===== src/rtl/sr_reg_bank_if.sv =====
// Bus bundle for sr_reg_bank: per-channel enables, set/reset vectors, conflict clear
// and the registered state/debug outputs.
interface sr_reg_bank_if #(
    parameter int WIDTH    = 8,
    parameter int CHANNELS = 4,
    parameter int CNT_W    = 8
);
    logic [CHANNELS-1:0]       en;
    logic [CHANNELS*WIDTH-1:0] s;
    logic [CHANNELS*WIDTH-1:0] r;
    logic                      clr_conflict;
    logic [CHANNELS*WIDTH-1:0] q;
    logic [CHANNELS*WIDTH-1:0] qbar;
    logic [CHANNELS-1:0]       conflict_ch;
    logic [CNT_W-1:0]          conflict_cnt;

    modport master (
        output en, s, r, clr_conflict,
        input  q, qbar, conflict_ch, conflict_cnt
    );

    modport slave (
        input  en, s, r, clr_conflict,
        output q, qbar, conflict_ch, conflict_cnt
    );
endinterface


===== src/rtl/sr_reg_bank.sv =====
// Bank of CHANNELS x WIDTH clocked set/reset registers with deterministic s=r=1 handling,
// sticky conflict flags and a saturating conflict counter. Option: SR_REG_BANK_TOGGLE_EN (JK toggle on s=r=1).
module sr_reg_bank #(
    parameter int WIDTH       = 8,
    parameter int CHANNELS    = 4,
    parameter int SR_PRIORITY = 0,
    parameter int CNT_W       = 8
) (
    input  logic           clk,
    input  logic           rst,
    sr_reg_bank_if.slave   bus
);
    localparam int N = CHANNELS * WIDTH;

    logic [N-1:0]        q_q, q_d;
    logic [CHANNELS-1:0] conflict_ch_q, conflict_ch_d;
    logic [CNT_W-1:0]    conflict_cnt_q, conflict_cnt_d;
    logic [CHANNELS-1:0] event_mask;
    logic                any_event;

    function automatic logic [WIDTH-1:0] next_bits(input logic [WIDTH-1:0] qc,
                                                   input logic [WIDTH-1:0] sc,
                                                   input logic [WIDTH-1:0] rc);
        logic [WIDTH-1:0] both;
`ifdef SR_REG_BANK_TOGGLE_EN
        both = ~qc;
`else
        case (SR_PRIORITY)
            0:       both = '0;
            1:       both = '1;
            default: both = qc;
        endcase
`endif
        return (qc & ~sc & ~rc) | (sc & ~rc) | (sc & rc & both);
    endfunction

    function automatic logic [CNT_W-1:0] sat_inc(input logic [CNT_W-1:0] v);
        return (v == '1) ? v : v + CNT_W'(1);
    endfunction

    always_comb begin
        q_d        = q_q;
        event_mask = '0;
        for (int c = 0; c < CHANNELS; c++) begin
            if (bus.en[c]) begin
                q_d[c*WIDTH +: WIDTH] = next_bits(q_q[c*WIDTH +: WIDTH],
                                                  bus.s[c*WIDTH +: WIDTH],
                                                  bus.r[c*WIDTH +: WIDTH]);
                event_mask[c] = |(bus.s[c*WIDTH +: WIDTH] & bus.r[c*WIDTH +: WIDTH]);
            end
        end
        any_event = |event_mask;
        // A conflict in the clearing cycle survives the clear.
        if (bus.clr_conflict) begin
            conflict_ch_d  = event_mask;
            conflict_cnt_d = any_event ? CNT_W'(1) : '0;
        end else begin
            conflict_ch_d  = conflict_ch_q | event_mask;
            conflict_cnt_d = any_event ? sat_inc(conflict_cnt_q) : conflict_cnt_q;
        end
    end

    always_ff @(posedge clk or posedge rst) begin
        if (rst) begin
            q_q            <= '0;
            conflict_ch_q  <= '0;
            conflict_cnt_q <= '0;
        end else begin
            q_q            <= q_d;
            conflict_ch_q  <= conflict_ch_d;
            conflict_cnt_q <= conflict_cnt_d;
        end
    end

    assign bus.q            = q_q;
    assign bus.qbar         = ~q_q;
    assign bus.conflict_ch  = conflict_ch_q;
    assign bus.conflict_cnt = conflict_cnt_q;
endmodule


===== src/flat_wrapper.sv =====
// flat-port wrapper written by rule: the top's interface ports become plain ports
module sr_reg_bank_flat 
#(
    parameter int WIDTH       = 8,
    parameter int CHANNELS    = 4,
    parameter int SR_PRIORITY = 0,
    parameter int CNT_W       = 8
)
  (clk, rst, bus_en, bus_s, bus_r, bus_clr_conflict, bus_q, bus_qbar, bus_conflict_ch, bus_conflict_cnt);
  sr_reg_bank_if #(.WIDTH(WIDTH), .CHANNELS(CHANNELS), .CNT_W(CNT_W)) bus_i ();
  input  logic clk;
  input  logic rst;
  input wire logic [$bits(bus_i.en)-1:0] bus_en;
  input wire logic [$bits(bus_i.s)-1:0] bus_s;
  input wire logic [$bits(bus_i.r)-1:0] bus_r;
  input wire logic [$bits(bus_i.clr_conflict)-1:0] bus_clr_conflict;
  output wire logic [$bits(bus_i.q)-1:0] bus_q;
  output wire logic [$bits(bus_i.qbar)-1:0] bus_qbar;
  output wire logic [$bits(bus_i.conflict_ch)-1:0] bus_conflict_ch;
  output wire logic [$bits(bus_i.conflict_cnt)-1:0] bus_conflict_cnt;
  assign bus_i.en = bus_en;
  assign bus_i.s = bus_s;
  assign bus_i.r = bus_r;
  assign bus_i.clr_conflict = bus_clr_conflict;
  assign bus_q = bus_i.q;
  assign bus_qbar = bus_i.qbar;
  assign bus_conflict_ch = bus_i.conflict_ch;
  assign bus_conflict_cnt = bus_i.conflict_cnt;
  sr_reg_bank #(.WIDTH(WIDTH), .CHANNELS(CHANNELS), .SR_PRIORITY(SR_PRIORITY), .CNT_W(CNT_W)) u_core (.clk(clk), .rst(rst), .bus(bus_i));
endmodule

===== config.mk =====
export PLATFORM = sky130hd
export DESIGN_NAME = sr_reg_bank_flat
export DESIGN_NICKNAME = d
export VERILOG_FILES = /design/src/rtl/sr_reg_bank_if.sv /design/src/rtl/sr_reg_bank.sv /design/src/flat_wrapper.sv
export SDC_FILE = /design/constraint.sdc
export NUM_CORES = 1
export LEC_CHECK = 0
export CAP_MARGIN = 10
export CORE_MARGIN = 4
export CORE_UTILIZATION = 33
export CTS_BUF_LIST = sky130_fd_sc_hd__clkbuf_8
export DETAILED_ROUTE_END_ITERATION = 16
export PLACE_DENSITY = 0.91
export SYNTH_ARGS = -nofsm -noshare
export SYNTH_HDL_FRONTEND = slang
export SYNTH_SLANG_ARGS = --single-unit

===== constraint.sdc =====
create_clock -name clk -period 1.76 [get_ports clk]
set_input_delay 0.264 -clock clk [delete_from_list [all_inputs] [get_ports clk]]
set_output_delay 0.264 -clock clk [all_outputs]
set_load 0.1 [all_outputs]

After elaboration in Yosys (flattened, before gate mapping):

Cells that the tools add are included.
Widths: inputs -> output; s select.

* register bits after elaboration: 44
* bits of input ports: 71
* output and inout port bits: 76

* add/sub/neg operators: 1
* equal/unequal tests: 2
* muxes and demuxes: 13
* bitwise logic cells: 38
* reduce and logical (&&, ||, !) cells: 7

Operators by type and width (number)
* $and 8x8->8: 20
* $not 8->8: 8
* $or 8x8->8: 8
* $mux 8: 7
* $not 32->32: 1
* $reduce_or 8->1: 4
* $add 8x1->8 const B: 1
* $eq 8x8->1 const B: 1
* $mux 1: 5
* $mux 4: 1
* $or 4x4->4: 1
* $reduce_or 4->1: 1
* $ne 2x2->1 const B: 1
* $reduce_and 2->1: 1
* $reduce_bool 2->1: 1

Longest topological paths before layout:

* word-level depth: 6
* gate-level depth with buffers: 6
* gate-level depth less buffers: 5

Least setup slack after synthesis:

OpenSTA, ideal clock, no wires.

* kind: register -> register
* start: register u_core.conflict_cnt_q[0], in the netlist u_core.bus.conflict_cnt[0]
* end: register u_core.conflict_cnt_q[5], in the netlist u_core.bus.conflict_cnt[5]
* setup time: 0.121 ns
* arrival: 2.109 ns
* required time: 1.639 ns
* slack: -0.470 ns
* stages on the path, launching flop included: 6
* cells stage by stage: dfrtp_1 -> ha_1 -> and4_4 -> a41o_1 -> o311a_2 -> a41o_1

* cells in the longest elaborated chain, start to end: 4
* elaborated cells on any way between the ends: 7
* classes of those cells: 1 x add/sub; 2 x eq/ne; 3 x mux; 1 x reduce/logical

Ends and longest elaborated chain
* start: declaration: RTL line sr_reg_bank.sv:17 `logic [CNT_W-1:0] conflict_cnt_q, conflict_cnt_d;`
* start signal: assignment: RTL line sr_reg_bank.sv:71 `conflict_cnt_q <= conflict_cnt_d;`
* $add 8x1->8: RTL line sr_reg_bank.sv:38 `return (v == '1) ? v : v + CNT_W'(1);`
* $mux 8: RTL line sr_reg_bank.sv:38
* $mux 8: RTL line sr_reg_bank.sv:59 `conflict_cnt_d = any_event ? sat_inc(conflict_cnt_q) : conflict_cnt_q;`
* $mux 8: RTL line sr_reg_bank.sv:54 `if (bus.clr_conflict) begin`

Parallel ways exist; a longest one is shown, timed or not. The select of a mux whose other input is x is not followed.
A chain may end at the register's enable or synchronous reset.

Worst setup path after layout:

* start: register u_core.conflict_cnt_q[0], in the netlist u_core.bus.conflict_cnt[0]
* end: register u_core.conflict_cnt_q[4], in the netlist u_core.bus.conflict_cnt[4]

Same word-level chain as after synthesis.

==> results.yml <==
routing:
  routed_wl_um: 8000
  vias: 2321
  via_per_inst: 4.98
  ant_nets: 0
  drt-initial-drc-count: 103
  detail_route.wl_per_cell_um: 17.2
  drtPass1Iterations: 4
  drc: 0
yosys:
  muxShareOfSynthArea: 0.00529
  ys_types: 25
  synth_fp_nets: 290
  synthCells: 218
  yosys_warnings: 0
  synth-seq-cells: 44
  synth-xor-area-share: 0
  ys_seq_area_frac: 0.517
  synthSimpleGateAreaFrac: 0.0553
  synth_fa_ha_area_frac: 0.00588
  synth_compound_area_frac: 0.323
  synth_top_family_by_area: "compound AO/OA/AOI/OAI gates"
  avgSynthCellArea_um2: 9.76
  syn_area_um2: 2130
global_routing:
  grt_pass1_wl_um: 12400
  overflow: 0
  grt_max_degree: 29
  antenna_found_initial: 0
  grt_pass1_vias: 2510
  grt.total_usage: 0.203
timing:
  maxSlewViolCount: 0
  postLayoutSetupSlackWorst_ns: 0.00725
  worst_pin_slew_ns: 0.388
  grt_setup_unrepaired: "true"
  clock.fmax_ghz: 0.571
  setup_violations: 0
  finalClockSkew_ns: 0.00381
  period_needed_ns: 1.75
  hold_violations: 0
  relSlewSlack: 0.741
  setup-tns-final_ns: 0
  fin_hold_ws_ns: 0.188
  fin_crit_sh: 0.996
setup_path:
  cp-start-kind: "register"
  crit_fanout: 4
  cp_top_family: "flip-flops"
  critPathKind: "register to register"
  crit_required_ns: 1.97
  cp_num_buf_inv: 1
  arrival_ns: 1.96
  worstPathCellList: "ha_4, and4_4, a41o_4, buf_6, or3_1, a21oi_1"
  slowest_stage: "dfrtp_4"
  slowest_delay_ns: 0.50
  end_kind: "register"
placed_design:
  routabilityCongestion: 0.846
  place_area_um2: 4810
  pre_cts_ws_ns: -0.457
  dp_hpwl_um: 6520
  io_buffer_count: 146
power:
  p_leak_nw: 2.20
  vdd_drop_max_mv: 0.680
  total_power_mw: 4.76
  powerDensity_nw_per_um2: 963
cells_and_area:
  layout-drive-gt1-share: 0.512
  area_growth_pct: 132
  design_area_um2: 4940
  nNetsFinal: 462
  n_antenna_cell: 0
floorplanning:
  rows: 28
  io_pins: 147
  initial_utilization: 0.349
  dieArea_um2: 7800
  core_area_um2: 6100
  die_h_um: 88.3
  die_x_um: 88.3
clock_network:
  numCtsBuffers: 5
  ctsHtreeMaxLevel: 2
  clk_pin_slew_ns: 0.08
  clock_path_buffers: 2
  cts_tree: "yes"
  cts_root_buf: "clkbuf_8"
  clock_latency_ns: 0.29
  clock-sinks: 44
hold_path:
  hold_path.class: "primary input to register"
flow_run:
  max-cap-violations: 0
status:
  status: "completed"
==> sequential cells by signal, summed over array words and instances, names as in the netlist <==
| register | count |
|---|---|
| u_core.bus.q | 32 |
| u_core.bus.conflict_cnt | 8 |
| u_core.bus.conflict_ch | 4 |
==> final cells by class <==
cell class                 count  area, um^2
clock buffer                   6        82.6
sequential                    44        1170
tap                           75        93.8
inverter                      40         270
multi-input combinational    124         887
fill                         376        1150
clock inverter                 2        7.51
timing repair buffer         175        2440
==> repair_timing <==
action,4_1_cts,5_1_grt
buffers inserted,0,2
hold buffers,0,0
setup endpoints to repair,8,8
resized for setup,54,19
pin swaps,24,13
gates cloned,0,0
==> cell families after synthesis <==
kind of cell / Yosys count
simple gates: 19
mux: 1
fa+ha+maj: 1
compound gates: 103
buf+inv: 50
flops: 44
==> per-stage QoR <==
stage                     cells  utilization
final                       466        0.811
after floorplan             218            -
after CTS                   464        0.799
after global placement      456        0.789
after global routing        466        0.811
after detailed placement    456        0.789
==> synthesized netlist by cell type (all sizes together) <==
| master | count | share of area |
|---|---|---|
| ha | 1 | 0.0059 |
| o311a | 1 | 0.0053 |
| nand2 | 2 | 0.0035 |
| nand3 | 3 | 0.0071 |
| o21ai | 9 | 0.021 |
| or3 | 4 | 0.012 |
| mux2 | 1 | 0.0053 |
| nand4 | 4 | 0.012 |
| a22o | 16 | 0.066 |
| o41ai | 4 | 0.052 |
| a32o | 1 | 0.0047 |
| a41o | 2 | 0.0094 |
| buf | 7 | 0.018 |
| nor2 | 2 | 0.0047 |
| inv | 40 | 0.071 |
| and3 | 1 | 0.0029 |
| dfrtp | 44 | 0.52 |
| a21oi | 70 | 0.16 |
| nor2b | 1 | 0.0029 |
| clkbuf | 3 | 0.0053 |
| and4 | 2 | 0.011 |
==> layer usage <==
metal	up-vias	routed length, um	global-route usage	part of all wire
met5	-	0	0	0
met4	0	132	0.0577	0.016
li1	1120	-	-	-
met2	82	4470	0.377	0.56
met3	14	423	0.0382	0.053
met1	1105	2980	0.237	0.37
==> path summary, 6_finish.rpt <==
kind | start | end | slack (ns) | depth (start not counted)
worst max-delay path | u_core.bus.conflict_cnt[0] | u_core.bus.conflict_cnt[4] | 0.007 | 6
worst min-delay path | bus_r[29] | u_core.bus.q[29] | 0.19 | 2
worst max register to register | u_core.bus.conflict_cnt[0] | u_core.bus.conflict_cnt[4] | 0.007 | 6
worst min register to register | u_core.bus.conflict_ch[0] | u_core.bus.conflict_ch[0] | 0.57 | 2
max in group asynchronous | rst | u_core.bus.conflict_cnt[3] | 0.96 | 3
min in group asynchronous | rst | u_core.bus.q[0] | 0.30 | 2
==> cells in the final DEF, fill, tap and decap left out, drive strengths merged, types with 3 or more instances in the layout <==
master         instances
clkinvlp              32
clkdlybuf4s50          8
o21ai                  9
dlygate4sd2           47
dfrtp                 44
inv                   10
a22o                  16
a21oi                 70
nand3                  3
o41ai                  4
or3                    4
buf                  105
clkbuf                 6
dlymetal6s2s          14
nand4                  4
==> report_power, final <==
part,switching (mW),internal (mW)
Sequential,0.186,1.14
Clock,0.317,0.309
Combinational,1.81,1.00
Note: power is estimated with default switching activity, not from simulation.
